**src/rtl/abr_prim_subreg_array.sv**
```systemverilog
// abr_prim_subreg_array: array of SW/HW shared register fields with masks, lock, priority and strobes
package abr_prim_subreg_pkg;
  typedef enum logic [2:0] {
    SwAccessRW,
    SwAccessRO,
    SwAccessWO,
    SwAccessW1C,
    SwAccessW1S,
    SwAccessW0C,
    SwAccessRC
  } sw_access_e;
endpackage

module abr_prim_subreg_array
  import abr_prim_subreg_pkg::*;
#(
  parameter int unsigned NumFields = 4,
  parameter int unsigned DW = 8,
  parameter sw_access_e SwAccess [NumFields] = '{default: SwAccessRW},
  parameter logic [NumFields*DW-1:0] ResetVal = '0,
  parameter bit HwPrio = 1'b0
) (
  input  logic                    clk_i,
  input  logic                    rst_i,
  input  logic                    we_i,
  input  logic                    re_i,
  input  logic [NumFields*DW-1:0] wd_i,
  input  logic [NumFields*DW-1:0] wmask_i,
  input  logic                    lock_i,
  input  logic [NumFields-1:0]    de_i,
  input  logic [NumFields*DW-1:0] d_i,
  output logic [NumFields*DW-1:0] q_o,
  output logic [NumFields*DW-1:0] qs_o,
  output logic [NumFields-1:0]    qe_o,
  output logic                    wr_err_o
);
  logic swwe;
  logic [NumFields*DW-1:0] q, qNext;
  logic [NumFields-1:0] qeNext, errField;
  assign swwe = we_i & ~lock_i;
  for (genvar f = 0; f < NumFields; f++) begin : gField
    localparam sw_access_e Mode = SwAccess[f];
    localparam bit Writable = (Mode != SwAccessRO) && (Mode != SwAccessRC);
    logic [DW-1:0] m, w, base, sw, nxt;
    logic anyM;
    if (Mode > SwAccessRC) begin : gBadMode
      $fatal(1, "abr_prim_subreg_array: illegal SwAccess value");
    end
    assign m = wmask_i[f*DW +: DW];
    assign w = wd_i[f*DW +: DW];
    assign anyM = |m;
    assign base = de_i[f] ? d_i[f*DW +: DW] : q[f*DW +: DW];
    // Next field value: HW base, then SW op or read-clear, with optional HW override
    always_comb begin
      sw = (Mode == SwAccessRW || Mode == SwAccessWO) ? ((w & m) | (base & ~m)) :
           (Mode == SwAccessW1S) ? (base | (w & m)) :
           (Mode == SwAccessW1C) ? (base & ~(w & m)) :
           (Mode == SwAccessW0C) ? (base & ~(~w & m)) : base;
      nxt = (HwPrio && de_i[f]) ? d_i[f*DW +: DW] :
            (Mode == SwAccessRC && re_i) ? '0 :
            swwe ? sw : base;
    end
    assign qNext[f*DW +: DW] = nxt;
    assign qeNext[f] = swwe & anyM & Writable;
    assign errField[f] = we_i & anyM & (lock_i | ~Writable);
    assign qs_o[f*DW +: DW] = (Mode == SwAccessWO) ? '0 : q[f*DW +: DW];
  end
  // Register state, write strobes and error pulse; reset drops any pending write
  always_ff @(posedge clk_i) begin
    if (rst_i) begin
      q <= ResetVal;
      qe_o <= '0;
      wr_err_o <= 1'b0;
    end else begin
      q <= qNext;
      qe_o <= qeNext;
      wr_err_o <= |errField;
    end
  end
  assign q_o = q;
endmodule

```
**config.mk**
```make
export PLATFORM = sky130hd
export DESIGN_NAME = abr_prim_subreg_array
export DESIGN_NICKNAME = d
export VERILOG_FILES = /design/src/rtl/abr_prim_subreg_array.sv
export SDC_FILE = /design/constraint.sdc
export NUM_CORES = 1
export LEC_CHECK = 0
export ABC_AREA = 1
export BUFFER_PORTS_ARGS = -buffer_cell sky130_fd_sc_hd__buf_2
export CAP_MARGIN = 0
export CORE_UTILIZATION = 38
export DETAILED_ROUTE_END_ITERATION = 16
export HOLD_SLACK_MARGIN = 0.03
export PLACE_DENSITY_LB_ADDON = 0.12
export SLEW_MARGIN = 5
export SYNTH_ARGS = -nofsm -noshare
export SYNTH_HDL_FRONTEND = slang
export SYNTH_SLANG_ARGS = --single-unit
```
**constraint.sdc**
```tcl
create_clock -name clk_i -period 1.06 [get_ports clk_i]
set_input_delay 0.159 -clock clk_i [delete_from_list [all_inputs] [get_ports clk_i]]
set_output_delay 0.159 -clock clk_i [all_outputs]
set_load 0.05 [all_outputs]
```
# Yosys cells after proc, flatten, opt, wreduce, memory -nomap -nowiden
# Index checks and enable logic that the tools add are counted.
# word_totals
input_bits	105
output_inout_bits	69
register_bits	37
# classes
bitwise	30
reduce_logical	5
muxes	8
# op_table
op	n
$and A8 B8 Y8	8
$mux W8	8
$not A8 Y8	4
$or A8 B8 Y8	4
$reduce_or A8 Y1	4
$and A1 B1 Y1	13
$reduce_or A4 Y1	1
$not A1 Y1	1

# Longest topological paths before layout
# Gate-level depths: netlist of the first run.
# logic_depth
word_depth	4
depth_mapped	6
ltp_nobuf	6

# Least setup slack after synthesis of the first run
# OpenSTA, ideal clock, no wires.
# synth_path
path_type	register to output
startpoint	register q[0], in the netlist q_o[0]
endpoint	output qs_o[0]
stages_incl_launch_ff	2
setup_slack_ns	-0.011
n_path_buf	1
arrival_ns	0.912
path_cell_list	dfxtp_1 > buf_4
# synth_lines
item	line_no	source
start: declaration	38	logic [NumFields*DW-1:0] q, qNext;
start signal: assignment	71	q <= ResetVal;
start signal: assignment	75	q <= qNext;
end: declaration	33	output logic [NumFields*DW-1:0] qs_o,
# No word-level cell between the ends.

# Final worst setup path of the first run
# layout_path
startpoint	register q[28], in the netlist q_o[28]
endpoint	output qs_o[28]
# No word-level cell between the ends.

==> impl_metrics.tcl, run 1 <==
set metrics [dict create \
    status "finished, final reports clean" \
    routed_wirelength_mm 5.37 \
    total_congestion_overflow 0 \
    whs_ns 0.135 \
    cts_h_tree_depth 2 \
    timing.critical_path.max_delay_family "flip-flops" \
    relSlewSlack 0.829 \
    cpMaxStageDelayCell "sky130_fd_sc_hd__dfxtp_2" \
    antenna_cells 0 \
    layout.core_utilization 0.610 \
    reg2reg_to "q_o[22]" \
    synth.top_cell.area_share 0.376 \
    cp_max_fo 3 \
    setup.worst_path.end_class "output port" \
    vias_per_cell 4.54 \
    crit_buf_inv 1 \
    cts.path.max_buffers 2 \
    post_synth_fa_ha_maj_area_fraction 0 \
    synth.top_cells.by_area "sky130_fd_sc_hd__dfxtp_1, sky130_fd_sc_hd__mux2i_1, sky130_fd_sc_hd__buf_4" \
    routed.top_layer "met4" \
    detail_route.drc_violations 0 \
    post-synth-top-count-cell "sky130_fd_sc_hd__nand2_1" \
    design.die.area_sq_um 5470 \
    setup_viol 0 \
    track_usage 0.181 \
    cts.clk_slew.worst_paths_ns 0.08 \
    syn-instance-count 248 \
    layout-area-overhead-vs-synth_pct 50.1 \
    firstDrtPassIters 3 \
    path_cells "buf_2" \
    largest_family_of_logic_cells_by_synthesized_area "compound AO/OA/AOI/OAI gates" \
    cts_tree "yes" \
    cts_hold_buf 0 \
    maxCapViolCount 0 \
    synth_compound_area_frac 0.163 \
    fmax_ghz 0.962 \
    synth_ff_type "sky130_fd_sc_hd__dfxtp_1" \
    yosys.area_share.simple 0.140 \
    clkLatencyLatePin_ns 0.28 \
    grt_pass1_wl_mm 7.65 \
    worst_clock_skew_ns 0 \
    arrival_ns 0.88 \
    design.core.area_sq_um 4850 \
    ff2ff_path_depth 2 \
    netlist.top_cell.by_area "sky130_fd_sc_hd__dfxtp_1" \
    antenna_found_initial 0 \
    max_slew.worst_pin.slew_ns 0.257 \
    postSynthRegisterBits 37 \
    yosys-top-cells-count "sky130_fd_sc_hd__nand2_1, sky130_fd_sc_hd__dfxtp_1, sky130_fd_sc_hd__a21oi_1, sky130_fd_sc_hd__buf_4, sky130_fd_sc_hd__mux2i_1" \
    floorplan.rows 25 \
    setup_slack_ns 0.0205 \
    total_length_of_routed_met2_wires_mm 2.88 \
    critical_path_required_ns 0.90 \
    asyncSetResetFlopFracSynth 0 \
    grt_start_max_net_pins 22 \
    routedWlPerCell_um 11.7 \
    startpoint_type "flop" \
    static-leakage-power_nw 1.52 \
    regToRegSetupSlack_ns 0.40 \
    finalCritPeriodShare 0.981 \
    timing_worst_setup_path_type "flop to output port" \
    final-max-slew-violation-count 0 \
    height_of_the_chip_um 74.0 \
    final_layout_size_suffix_gt1_frac 0.559 \
    i_o_pins 174 \
    first_global_vias 1841 \
    peakVddDrop_uv 714 \
    synth-edff-count 0 \
    fin_nets 496 \
    post_synth_instance_area_sq_um 1970 \
    seq_area_frac_synth 0.376 \
    power_per_standard_cell_area_nw_per_um2 1400 \
    detailed_place_hpwl_mm 4.22 \
    post_place_setup_slack_ns 0.0677 \
    synth.distinct_cells 16 \
    worst_hold_class "input pin to flop" \
    route.vias.total 2084 \
    number_of_logic_stages_on_the_critical_path_including_buffering 1 \
    numClockSinks 37 \
    synth_mux_area_frac 0.163 \
    gp_congestion 0.733 \
    synth_xor_xnor_area_share 0 \
    initial_utilization 0.406 \
    cp-endpoint "qs_o[28]" \
    r2r_start "q_o[22]" \
    final_hold_viol_count 0 \
    chipWidth_um 74.0 \
    critical-path-max-stage-delay_ns 0.34 \
    synth_fp_nets 353 \
    cp-startpoint "q_o[28]" \
    buffer_ports.inserted 172 \
    antenna_left 0 \
    avgSynthCellArea_sq_um 7.94 \
    detail_route.wirelength.met1_mm 2.06 \
    cts_inserted_buffers 5 \
    worstHoldPathCells 3 \
    first_iter_violations 34 \
    finalCriticalPeriod_ns 1.04 \
    warnings_synthesis 0 \
    root_buffer "sky130_fd_sc_hd__clkbuf_8" \
    met3RoutedLength_um 409 \
    setup_repair_after_global_routing_missed_its_margin "yes" \
]
routing by layer:
metal	track usage	up-vias
met5	0	-
met4	0.0449	0
met3	0.0610	2
met2	0.341	90
met1	0.193	898
li1	-	1094
logic make-up after synthesis:
group                  Yosys count
AOI/OAI and AO/OA               64
buffers and inverters           44
DFF                             37
muxes                           32
and+or+nand+nor                 71
registers in the layout (all words and copies together), names as in the netlist:
signal and flops:
q_o 32, qe_o 4, wr_err_o 1
cell usage in the layout (no fill, tap or decap):
cell type and count:
sky130_fd_sc_hd__nand3_1 1, sky130_fd_sc_hd__a21oi_1 32, sky130_fd_sc_hd__clkbuf_4 54, sky130_fd_sc_hd__o21ai_0 3, sky130_fd_sc_hd__nor2_4 1, sky130_fd_sc_hd__clkinv_2 1
sky130_fd_sc_hd__dfxtp_1 5, sky130_fd_sc_hd__mux2i_1 32, sky130_fd_sc_hd__dfxtp_2 32, sky130_fd_sc_hd__buf_2 118, sky130_fd_sc_hd__o21ai_1 29, sky130_fd_sc_hd__buf_12 2
sky130_fd_sc_hd__buf_4 4, sky130_fd_sc_hd__nor2_1 26, sky130_fd_sc_hd__clkbuf_8 7, sky130_fd_sc_hd__nand2_1 43, sky130_fd_sc_hd__inv_1 2
repair_timing:
item	in CTS	in global routing
buffers inserted	0	0
hold endpoints to repair	0	0
setup endpoints to repair	0	57
gates resized for setup	0	54
stage by stage:
stage	instance area, sq um	instances	power (mW)	TNS, ns
2_1_floorplan	2010	248	2.70	0
3_3_place_gp	2720	451	3.00	0
3_5_place_dp	2720	451	3.01	0
4_1_cts	2820	459	4.12	0
5_1_grt	2960	459	4.34	-0.0939
6_report	2960	459	4.13	0
where the power goes:
part,switching (mW),total (mW),internal (mW)
Combinational,0.990,1.47,0.485
Clock,0.490,1.08,0.588
Sequential,0.0672,1.58,1.51
worst min path at each step:
stage               slack [ns]     start        to
floorplan                 0.31      we_i  wr_err_o
finish                    0.14   wd_i[7]    q_o[7]
detailed placement        0.43  wd_i[22]   q_o[22]
global route              0.13  wd_i[29]   q_o[29]
CTS                       0.12   wd_i[3]    q_o[3]
global placement          0.42  wd_i[15]   q_o[15]
cell type report:
type | count | area, sq um
Fill cell | 467 | 1890
Timing Repair Buffer | 178 | 1070
Multi-Input combinational cell | 167 | 916
Sequential cell | 37 | 781
Clock buffer | 7 | 96.3
Tap cell | 67 | 83.8
Inverter | 2 | 7.51
Clock inverter | 1 | 5.00
Power figures use the tool's default switching activity.
==> inputs of run 2 (changes only) <==
==> constraint.sdc (replaced) <==
create_clock -name clk_i -period 1.1 [get_ports clk_i]
set_input_delay 0.165 -clock clk_i [delete_from_list [all_inputs] [get_ports clk_i]]
set_output_delay 0.165 -clock clk_i [all_outputs]
set_load 0.005 [all_outputs]
==> impl_metrics.tcl, run 2 (same netlist as run 1, synthesis figures left out) <==
set metrics [dict create \
    worst_clock_skew_ns 0 \
    finalCritPeriodShare 0.848 \
    floorplan.rows 25 \
    regToRegSetupSlack_ns 0.45 \
    antenna_cells 0 \
    comb_power_share 0.226 \
    p_sw_frac 0.266 \
    setup_repair_after_global_routing_missed_its_margin "no" \
    maxCapViolCount 0 \
    timing_worst_setup_path_type "flop to output port" \
    fillCellCount 474 \
    critical-path-max-stage-delay_ns 0.36 \
    relSlewSlack 0.831 \
    detail_route.drc_violations 0 \
    first_global_vias 1795 \
    buffer_ports.inserted 172 \
    clkLatencyLatePin_ns 0.28 \
    total_congestion_overflow 0 \
    power.net_switching_mw 0.823 \
    commonest_non_fill_non_tap_cell_in_the_layout "sky130_fd_sc_hd__buf_2" \
    i_o_pins 174 \
    gp_congestion 0.734 \
    antenna_found_initial 0 \
    post_cts_repair_timing_setup_buffer_count 0 \
    worst_hold_launch "wd_i[27]" \
    detailed_place_hpwl_mm 4.26 \
    startpoint_type "flop" \
    worstHoldPathCells 3 \
    timing.hold.worst_endpoint "q_o[27]" \
    firstDrtPassIters 4 \
    crit_buf_inv 1 \
    cts_h_tree_depth 2 \
    design.die.area_sq_um 5470 \
    static-leakage-power_nw 1.50 \
    final_hold_viol_count 0 \
    antenna_left 0 \
    largest_register_ffs 32 \
    routedWlPerCell_um 11.5 \
    seqPwrFrac 0.484 \
    layout-area-overhead-vs-synth_pct 39.5 \
    most-common-layout-cells "sky130_fd_sc_hd__buf_2, sky130_fd_sc_hd__nand2_1, sky130_fd_sc_hd__dfxtp_1" \
    design.core.area_sq_um 4850 \
    r2r_start "q_o[17]" \
    power.share.clock 0.290 \
    final-max-slew-violation-count 0 \
    height_of_the_chip_um 74.0 \
    worst_hold_class "input pin to flop" \
    fmax_ghz 1.07 \
    fin_nets 496 \
    grt_start_max_net_pins 25 \
    max_slew.worst_pin.slew_ns 0.253 \
    arrival_ns 0.77 \
    initial_utilization 0.406 \
    critical_path_required_ns 0.94 \
    route.vias.total 2093 \
    finalNonFillerCells 459 \
    root_buffer "sky130_fd_sc_hd__clkbuf_8" \
    track_usage 0.186 \
    final_layout_size_suffix_gt1_frac 0.469 \
    ff2ff_path_depth 2 \
    routed_wirelength_mm 5.28 \
    cp_max_fo 3 \
    power_per_standard_cell_area_nw_per_um2 1130 \
    status "finished, final reports clean" \
    grt_pass1_wl_mm 7.70 \
    cts.clk_slew.worst_paths_ns 0.07 \
    reg2reg_to "q_o[17]" \
    finalCriticalPeriod_ns 0.932 \
    setup_viol 0 \
    cts_hold_buf 0 \
    placedCellCount 451 \
    numClockSinks 37 \
    cts_tree "yes" \
    peakVddDrop_uv 570 \
    cts.path.max_buffers 2 \
    cts_inserted_buffers 5 \
    setup.worst_path.end_class "output port" \
    timing.critical_path.max_delay_family "flip-flops" \
    vias_per_cell 4.56 \
    cts.repair.resized 0 \
    setup_tns_ns 0 \
    first_iter_violations 89 \
    path_cells "buf_2" \
    cpMaxStageDelayCell "sky130_fd_sc_hd__dfxtp_1" \
    chipWidth_um 74.0 \
    int_power_mw 2.27 \
]
==> run 2: changes by cell type in the layout (fill, tap and decap cells not counted), sizes merged <==
cell / delta
buf: +54
clkbuf: -53
clkinv: -1
==> run 2: routing by layer <==
| metal | wire length (um) | up-vias | global-route usage |
|---|---|---|---|
| met2 | 2680 | 101 | 0.345 |
| met5 | 0 | - | 0 |
| li1 | - | 1092 | - |
| met1 | 2180 | 898 | 0.201 |
| met4 | 22 | 0 | 0.0513 |
| met3 | 397 | 2 | 0.0610 |
==> run 2: how the worst max path moves through the flow <==
stage / startpoint / endpoint / slack, ns / depth (start not counted)
after floorplan: we_i / q_o[0] / 0.28 / 6
after global placement: lock_i / q_o[31] / 0.1 / 6
after detailed placement: lock_i / q_o[10] / 0.09 / 6
after CTS: q_o[15] / q_o[15] / 0.15 / 1
after global routing: q_o[11] / q_o[11] / 0.1 / 1
final: q_o[11] / q_o[11] / 0.17 / 1
==> run 2: final cells by class <==
| class | instances | area (sq um) | area share |
|---|---|---|---|
| clock buffer | 8 | 80.1 | 0.0292 |
| inverter | 2 | 7.51 | 0.00273 |
| multi-input combinational | 167 | 916 | 0.333 |
| sequential | 37 | 741 | 0.270 |
| tap | 67 | 83.8 | 0.0305 |
| timing repair buffer | 178 | 918 | 0.334 |
==> run 2: through the flow <==
stage           util  hold WS [ns]  power, mW  cell area (sq um)  worst slack (ns)
2_1_floorplan      -         0.313       1.94               1970             0.282
3_3_place_gp   0.550         0.424       2.23               2670            0.0979
3_5_place_dp   0.550         0.432       2.24               2670            0.0852
4_1_cts        0.566         0.131       3.16               2750             0.150
5_1_grt        0.566         0.131       3.32               2750            0.0997
6_report       0.566         0.140       3.10               2750             0.168
==> run 2: power groups by stage <==
stage / sequential (mW) / combinational, mW / clock, mW
floorplan: 1.54 / 0.397 / 0
global placement: 1.53 / 0.702 / 0
CTS: 1.50 / 0.709 / 0.948
global route: 1.51 / 0.785 / 1.02
detailed placement: 1.53 / 0.709 / 0
finish: 1.50 / 0.700 / 0.899
